`config.mk`:
```
export PLATFORM = sky130hd
export DESIGN_NAME = tx_core_flat
export DESIGN_NICKNAME = d
export VERILOG_FILES = /design/src/rtl/tx_core_if.sv /design/src/rtl/tx_core.sv /design/src/flat_wrapper.sv
export SDC_FILE = /design/constraint.sdc
export NUM_CORES = 1
export LEC_CHECK = 0
export BUFFER_PORTS_ARGS = -buffer_cell sky130_fd_sc_hd__buf_4
export CAP_MARGIN = 10
export CORE_UTILIZATION = 50
export DETAILED_ROUTE_END_ITERATION = 7
export GPL_ROUTABILITY_DRIVEN = 0
export PLACE_DENSITY = 0.65
export REMOVE_ABC_BUFFERS = 1
export SYNTH_ARGS = -nofsm -noshare
export SYNTH_HDL_FRONTEND = slang
export SYNTH_SLANG_ARGS = --single-unit
```
`constraint.sdc`:
```
create_clock -name clk -period 11.05 [get_ports clk]
set_clock_uncertainty 0.15 [all_clocks]
set_input_delay 1.105 -clock clk [delete_from_list [all_inputs] [get_ports clk]]
set_output_delay 1.105 -clock clk [all_outputs]
set_load 0.01 [all_outputs]
```
`src/rtl/tx_core_if.sv`:
```
// Host write port of the UART transmit core: byte, active-low write strobe and FIFO flags.
interface tx_core_if;
  logic [7:0] data_i;
  logic       n_we_i;
  logic       p_full_o;
  logic       p_empty_o;

  modport master (output data_i, n_we_i, input p_full_o, p_empty_o);
  modport slave  (input data_i, n_we_i, output p_full_o, p_empty_o);
endinterface

```
`src/rtl/tx_core.sv`:
```
// UART transmit core: byte FIFO feeding a baud-paced framer (start, 8 data, optional parity, 1-2 stop).
// state  | meaning
// IDLE   | line high, waiting for a byte
// START  | start bit (line low)
// DATA   | 8 data bits, bit_cnt selects the bit
// PARITY | parity bit
// STOP   | stop bit(s), stop_cnt tracks the second one
module tx_core #(
  parameter int DEPTH = 128
) (
  input  logic       clk,
  input  logic       rst,
  tx_core_if.slave   bus,
  input  logic       BaudSig_i,
  input  logic       p_ParityEnable_i,
  input  logic       ParityMethod_i,
  input  logic       p_BigEnd_i,
  input  logic       p_TwoStop_i,
  output logic       p_Busy_o,
  output logic       p_FrameDone_o,
  output logic [7:0] OverflowNum_o,
  output logic       Tx_o
);
  localparam int AW = $clog2(DEPTH);
  localparam logic [AW:0] FULL_CNT = (AW+1)'(DEPTH);

  typedef enum logic [2:0] {IDLE, START, DATA, PARITY, STOP} state_t;

  logic [7:0]    mem [DEPTH];
  logic [AW-1:0] wr_ptr, rd_ptr;
  logic [AW:0]   count;
  logic          full, empty, wr_en, rd_en, last_stop;

  state_t        state;
  logic [7:0]    shift_byte;
  logic [2:0]    bit_cnt;
  logic          stop_cnt;
  logic          par_en_l, par_odd_l, big_l, two_l;

  function automatic logic pick(input logic [7:0] b, input logic [2:0] idx, input logic big);
    return big ? b[3'd7 - idx] : b[idx];
  endfunction

  assign full          = (count == FULL_CNT);
  assign empty         = (count == '0);
  assign bus.p_full_o  = full;
  assign bus.p_empty_o = empty;
  assign wr_en         = !bus.n_we_i && !full;
  assign last_stop     = (state == STOP) && (!two_l || stop_cnt);
  // The baud pulse that closes STOP also serves IDLE, so the next byte pops with no gap.
  assign rd_en         = BaudSig_i && !empty && ((state == IDLE) || last_stop);

  always_ff @(posedge clk or negedge rst) begin
    if (!rst) begin
      wr_ptr        <= '0;
      rd_ptr        <= '0;
      count         <= '0;
      OverflowNum_o <= '0;
    end else begin
      if (wr_en) wr_ptr <= wr_ptr + 1'b1;
      if (rd_en) rd_ptr <= rd_ptr + 1'b1;
      count <= count + {{AW{1'b0}}, wr_en} - {{AW{1'b0}}, rd_en};
      if (!bus.n_we_i && full && (OverflowNum_o != 8'hFF))
        OverflowNum_o <= OverflowNum_o + 1'b1;
    end
  end

  always_ff @(posedge clk) begin
    if (wr_en) mem[wr_ptr] <= bus.data_i;
  end

  always_ff @(posedge clk or negedge rst) begin
    if (!rst) begin
      state         <= IDLE;
      Tx_o          <= 1'b1;
      p_Busy_o      <= 1'b0;
      p_FrameDone_o <= 1'b0;
      shift_byte    <= '0;
      bit_cnt       <= '0;
      stop_cnt      <= 1'b0;
      par_en_l      <= 1'b0;
      par_odd_l     <= 1'b0;
      big_l         <= 1'b0;
      two_l         <= 1'b0;
    end else begin
      p_FrameDone_o <= 1'b0;
      if (rd_en) begin
        shift_byte <= mem[rd_ptr];
        par_en_l   <= p_ParityEnable_i;
        par_odd_l  <= ParityMethod_i;
        big_l      <= p_BigEnd_i;
        two_l      <= p_TwoStop_i;
      end
      if (BaudSig_i) begin
        case (state)
          IDLE: begin
            if (!empty) begin
              state    <= START;
              Tx_o     <= 1'b0;
              p_Busy_o <= 1'b1;
            end
          end
          START: begin
            state   <= DATA;
            bit_cnt <= '0;
            Tx_o    <= pick(shift_byte, 3'd0, big_l);
          end
          DATA: begin
            if (bit_cnt == 3'd7) begin
              if (par_en_l) begin
                state <= PARITY;
                Tx_o  <= (^shift_byte) ^ par_odd_l;
              end else begin
                state    <= STOP;
                stop_cnt <= 1'b0;
                Tx_o     <= 1'b1;
              end
            end else begin
              bit_cnt <= bit_cnt + 3'd1;
              Tx_o    <= pick(shift_byte, bit_cnt + 3'd1, big_l);
            end
          end
          PARITY: begin
            state    <= STOP;
            stop_cnt <= 1'b0;
            Tx_o     <= 1'b1;
          end
          STOP: begin
            if (!last_stop) begin
              stop_cnt <= 1'b1;
            end else begin
              p_FrameDone_o <= 1'b1;
              if (!empty) begin
                state <= START;
                Tx_o  <= 1'b0;
              end else begin
                state    <= IDLE;
                Tx_o     <= 1'b1;
                p_Busy_o <= 1'b0;
              end
            end
          end
          default: begin
            state    <= IDLE;
            Tx_o     <= 1'b1;
            p_Busy_o <= 1'b0;
          end
        endcase
      end
    end
  end
endmodule

```
`src/flat_wrapper.sv`:
```
// flat-port wrapper written by rule: the top's interface ports become plain ports
module tx_core_flat 
#(
  parameter int DEPTH = 128
)
  (clk, rst, BaudSig_i, p_ParityEnable_i, ParityMethod_i, p_BigEnd_i, p_TwoStop_i, p_Busy_o, p_FrameDone_o, OverflowNum_o, Tx_o, bus_data_i, bus_n_we_i, bus_p_full_o, bus_p_empty_o);
  tx_core_if bus_i ();
  input  logic clk;
  input  logic rst;
  input  logic BaudSig_i;
  input  logic p_ParityEnable_i;
  input  logic ParityMethod_i;
  input  logic p_BigEnd_i;
  input  logic p_TwoStop_i;
  output logic p_Busy_o;
  output logic p_FrameDone_o;
  output logic [7:0] OverflowNum_o;
  output logic Tx_o;
  input wire logic [$bits(bus_i.data_i)-1:0] bus_data_i;
  input wire logic [$bits(bus_i.n_we_i)-1:0] bus_n_we_i;
  output wire logic [$bits(bus_i.p_full_o)-1:0] bus_p_full_o;
  output wire logic [$bits(bus_i.p_empty_o)-1:0] bus_p_empty_o;
  assign bus_i.data_i = bus_data_i;
  assign bus_i.n_we_i = bus_n_we_i;
  assign bus_p_full_o = bus_i.p_full_o;
  assign bus_p_empty_o = bus_i.p_empty_o;
  tx_core #(.DEPTH(DEPTH)) u_core (.clk(clk), .rst(rst), .bus(bus_i), .BaudSig_i(BaudSig_i), .p_ParityEnable_i(p_ParityEnable_i), .ParityMethod_i(ParityMethod_i), .p_BigEnd_i(p_BigEnd_i), .p_TwoStop_i(p_TwoStop_i), .p_Busy_o(p_Busy_o), .p_FrameDone_o(p_FrameDone_o), .OverflowNum_o(OverflowNum_o), .Tx_o(Tx_o));
endmodule
```
# [Yosys cells after proc, flatten, opt, wreduce, memory -nomap -nowiden]
# Memories as Yosys holds them, arrays and structs flattened. A register that Yosys moved wholly into a read port is not among the register bits.
# Index checks and enable logic that the tools add are counted.
[word_totals] register_bits=44 ramBits=1024 input_bits=16 output_inout_bits=13 elab_cells=97 memories=1
[op_classes] add_sub_neg=7 order_cmp=2 eq_ne=14 mux=33 bitwise=2 reduce_logical=24
[mem_list] memory="u_core.mem" depth=128 word_bits=8 read_ports=1 rd_clocked_by_memory_dff=1 write_ports=1 line_no="tx_core.sv:29" source="logic [7:0] mem [DEPTH];"
[ops] op="1-bit two-way mux" n=21
[ops] op="3-bit two-way mux" n=5
[ops] op="3-bit one-hot mux with 5 select lines" n=1
[ops] op="7-bit by 1-bit adder with 7-bit output (second input constant)" n=2
[ops] op="5-bit AND reduction" n=2
[ops] op="8-bit by 1-bit adder with 8-bit output" n=1
[ops] op="8-bit by 1-bit adder with 8-bit output (second input constant)" n=1
[ops] op="8-bit equality test (second input constant)" n=1
[ops] op="8-bit zero test" n=1
[ops] op="3-bit by 4-bit less-than comparator with 1-bit output (second input constant)" n=2
[ops] op="2-bit inequality test (second input constant)" n=4
[ops] op="8-bit inequality test (second input constant)" n=1
[ops] op="8-bit parity" n=1
[ops] op="8-bit by 1-bit subtractor with 8-bit output" n=1
[ops] op="1-bit binary-select mux with 3-bit select" n=2
[ops] op="3-bit by 2-bit equality test with 1-bit output (second input constant)" n=2
[ops] op="3-bit equality test (second input constant)" n=2
[ops] op="1-bit logical AND" n=6
[ops] op="2-bit by 1-bit inequality test with 1-bit output (second input constant)" n=3
[ops] op="1-bit one-hot mux with 3 select lines" n=2
[ops] op="3-bit one-hot mux with 2 select lines" n=1
[ops] op="3-bit AND reduction" n=2
[ops] op="1-bit zero test" n=5
[ops] op="1-bit one-hot mux with 4 select lines" n=1
[ops] op="other kinds (11)" n=12

# [Depth between registers and ports, before layout]
[depth] ltp_word=7 ltp_mapped=17 mapped_depth_nobuf=15

# [Least setup slack after synthesis]
# No wires, ideal clock.
[synth_path] kind="input to register" startpoint="in BaudSig_i" endpoint="reg u_core.count[6]" setup_ns=0.122 t_arrival_ns=3.639 t_required_ns=10.778 slack_ns=7.139 cell_stages=16 n_path_buf=3 cell_sequence="clkbuf_1 inv_1 a2111oi_2 buf_4 buf_4 ha_1 inv_1 ha_1 inv_1 fa_1 nand2b_1 a21oi_1 o21ai_0 a21oi_1 nor2_1 xnor2_1"
[synth_via] elab_chain_cells=3
[synth_lines] item="start: declaration" line_no="flat_wrapper.sv:10" source="input logic BaudSig_i;"
[synth_lines] item="1-bit logical AND (2 in series)" line_no="tx_core.sv:51" source="assign rd_en = BaudSig_i && !empty && ((state == IDLE) || last_stop);"
[synth_lines] item="named net u_core.rd_en" line_no="tx_core.sv:32" source="logic full, empty, wr_en, rd_en, last_stop;"
[synth_lines] item="8-bit by 1-bit subtractor with 8-bit output" line_no="tx_core.sv:62" source="count <= count + {{AW{1'b0}}, wr_en} - {{AW{1'b0}}, rd_en};"
[synth_lines] item="end signal: assignment" line_no="tx_core.sv:62"
[synth_lines] item="end: declaration" line_no="tx_core.sv:31" source="logic [AW:0] count;"
# The timed path passes the listed nets, and every way through them passes these cells.
# A chain may end at the register's enable or synchronous reset.

==> summary.txt <==
Synthesis
  • Syn Area/Cell: 19.8 µm²
  • Synth Flop Type: edfxtp_1
  • Post-synth EDFFs: 1024
  • Synth cell types: 65
  • Register bit total from synthesis: 1076
  • Cell Area, Synth: 42700 µm²
  • Post-synth ARST share: 4.83%
  • Syn. warnings: 0
  • Seq/Total Area, Yosys: 75.0%
  • Synthesized instance count: 2161

Place
  • Placed cell areas: 43900 µm²
  • Port Buffers: 28
  • Placed Instances: 3230
  • HPWL after DPL: 57300 µm

Routing
  • Residual DRC: 0
  • Post-DRT Antenna Nets: 0
  • Number of vias in the routed layout: 20800
  • Routed len/inst: 28.4 µm
  • Avg Vias per Cell: 6.07
  • Drt first pass iters: 5
  • Iter 0 DRT Violations: 2051
  • Drt total wl: 97300 µm

Layout
  • Final Net Count: 2238
  • Final Cell Area: 47300 µm²
  • Most common cell after layout, fill and taps aside: edfxtp_1
  • Layout area overhead: 10.7%
  • Share of layout cells above drive strength 1: 18.6%
  • Fin cells: 3426
  • Commonest non-fill, non-tap cells in the layout: edfxtp_1, mux4_2, mux2i_1, nor2_1, clkbuf_16

Clock network
  • Num CTS Buffers: 106
  • Post-cts resize count: 0
  • Clock sink total: 1076
  • CTS root buf: clkbuf_16
  • CTS Buffer Depth: 3
  • Clk_lat worst skew: 0.68 ns
  • H-tree levels: 3
  • Clock transition at path regs: 0.06 ns
  • Post-CTS Hold Buffers: 0
  • TritonCTS clock tree: yes
  • Number of setup buffers added after CTS: 0

Power and ir drop
  • Comb pwr share: 27.0%
  • Pwr Total: 11600 µW
  • Pleak: 0.0153 µW
  • Switching power total: 3530 µW
  • Cell-internal power: 8040 µW
  • Clk pwr share: 31.0%
  • Sw frac: 30.5%
  • Sequential share of power: 42.0%
  • PD cells: 244 nW/µm²
  • Max VDD drop: 0.195 mV

Floorplanning
  • Die H: 294 µm
  • Die width: 294 µm
  • Top Ports: 29
  • Die area: 86700 µm²
  • Core area: 84100 µm²
  • Initial Util: 50.8%
  • Row count: 106

Timing
  • Setup TNS: 0 ns
  • Final setup viols: 0
  • Slew @ Worst Pin: 1.12 ns
  • Final Max Slew Viols: 0
  • Max-Slew Margin vs Limit: 25.6%
  • Fin crit share: 43.9%
  • Final Hold Violating Endpoints: 0
  • Fin crit period: 4.85 ns
  • Unrepaired setup endpoints after global routing: false
  • WHS: 0.345 ns
  • Peak Freq: 206 MHz

GRT
  • Met1 Usage GRT: 31.6%
  • Met2 Use GR: 36.7%
  • First-pass GRT wire length: 142000 µm
  • GR met3 Demand/Resource: 4.56%
  • Initial antenna violation count: 1
  • Vias in the first global route: 21100
  • GRT busiest layer: met2
  • Tot GR Track Use: 22.8%
  • Largest net degree at the start of global routing: 103
  • Grt total ovfl: 0

Setup path
  • WS Path Type: flip-flop to flip-flop
  • Slowest CP cell: dfrtp_4
  • Worst Setup End Kind: flip-flop
  • CP peak stage delay: 0.93 ns
  • Crit path max fanout: 50
  • Crit start category: flip-flop
  • Worst EP required: 11.40 ns
  • Crit path cell chain: buf_4 > buf_4 > mux4_2 > a221oi_1 > a221oi_1 > a2111oi_0 > a211oi_1
  • CP Buf/Inv Count: 2
  • Cell family with most CP delay: compound AO/OA/AOI/OAI gates
  • Arrival time at the worst endpoint: 5.21 ns
  • Register-to-register setup slack: 6.20 ns

Job
  • Max_cap viols: 0

Run status
  • Status: finished clean

Min path
  • Worst Hold Class: primary input to async pin
## state kept, by name, summed over array words and instances (netlist names)
signal / cells
u_core.shift_byte: 8
u_core.wr_ptr: 7
u_core.big_l: 1
u_core.p_FrameDone_o: 1
u_core.Tx_o: 1
u_core.mem: 1024
u_core.two_l: 1
u_core.OverflowNum_o: 8
u_core.par_en_l: 1
u_core.p_Busy_o: 1
u_core.stop_cnt: 1
u_core.par_odd_l: 1
u_core.rd_ptr: 7
u_core.bit_cnt: 3
u_core.count: 8
u_core.state: 3
## power groups by stage
stage          Sequential (µW)  Clock [µW]  Combinational, µW
2_1_floorplan             5200           0               2560
3_3_place_gp              4930           0               3110
3_5_place_dp              4940           0               3150
4_1_cts                   4860        3630               3160
5_1_grt                   4880        3780               3310
6_report                  4860        3580               3130
## metal layers
metal,up-vias,share of wire (%)
met5,-,0
met4,0,3.0
met3,169,7.0
met2,790,49
met1,10900,41
li1,8906,-
## final cells by class
cell class / count / area (µm²)
fillers: 6343 / 36700
flip-flops and latches: 1076 / 32100
multi-input cells: 945 / 9890
clock buffers: 131 / 2820
well taps: 1134 / 1420
clock inverters: 64 / 644
repair buffers: 54 / 418
inverters: 21 / 78.8
diodes: 1 / 2.50
## cell usage after synthesis, types with 14 or more instances
library cell / count / area [µm²]
dfrtp_1: 51 / 1280
a22oi_1: 19 / 143
nand3_1: 16 / 80.1
o221ai_1: 14 / 123
xnor2_1: 20 / 175
edfxtp_1: 1024 / 30700
a21oi_1: 36 / 180
nor2b_1: 14 / 87.6
inv_1: 21 / 78.8
clkbuf_1: 30 / 113
mux4_2: 196 / 4410
nand2_1: 48 / 180
buf_2: 49 / 245
ha_1: 17 / 213
o21ai_0: 18 / 90.1
nor2_1: 182 / 683
buf_4: 17 / 128
mux2i_1: 190 / 1900
o22ai_1: 29 / 181
## cell families after synthesis
| kind of cell | Yosys count | synth area share [%] |
|---|---|---|
| AO/OA/AOI/OAI | 185 | 3.07 |
| flip-flops | 1076 | 75.0 |
| XOR/XNOR | 32 | 0.688 |
| multiplexers | 403 | 15.6 |
| AND/OR/NAND/NOR | 307 | 3.13 |
| adder cells (fa/ha/maj) | 18 | 0.544 |
| buffers and inverters | 140 | 1.98 |
## per-stage QoR
step | setup WS (ns) | util, %
2_1_floorplan | 0.773 | -
3_3_place_gp | 6.04 | 52.2
3_5_place_dp | 6.08 | 52.2
4_1_cts | 6.08 | 56.3
5_1_grt | 5.93 | 56.3
6_report | 6.20 | 56.3
## worst register-to-register path, stage by stage, from the launching register on
cell and delay (ns):
dfrtp_4 0.93, buf_4 0.75, buf_4 0.66, mux4_2 0.44, a221oi_1 0.59, a221oi_1 0.22, a2111oi_0 0.83, a211oi_1 0.11
## path summary, 6_finish.rpt
kind,from,endpoint,cells past startpoint
max,u_core.rd_ptr[1],u_core.shift_byte[1],7
min,rst,u_core.OverflowNum_o[4],1
max reg2reg,u_core.rd_ptr[1],u_core.shift_byte[1],7
min reg2reg,u_core.OverflowNum_o[5],u_core.OverflowNum_o[5],1
max in group asynchronous,rst,u_core.rd_ptr[0],1
min in group clk,u_core.OverflowNum_o[5],u_core.OverflowNum_o[5],1
Note: power is estimated with default switching activity, not from simulation.
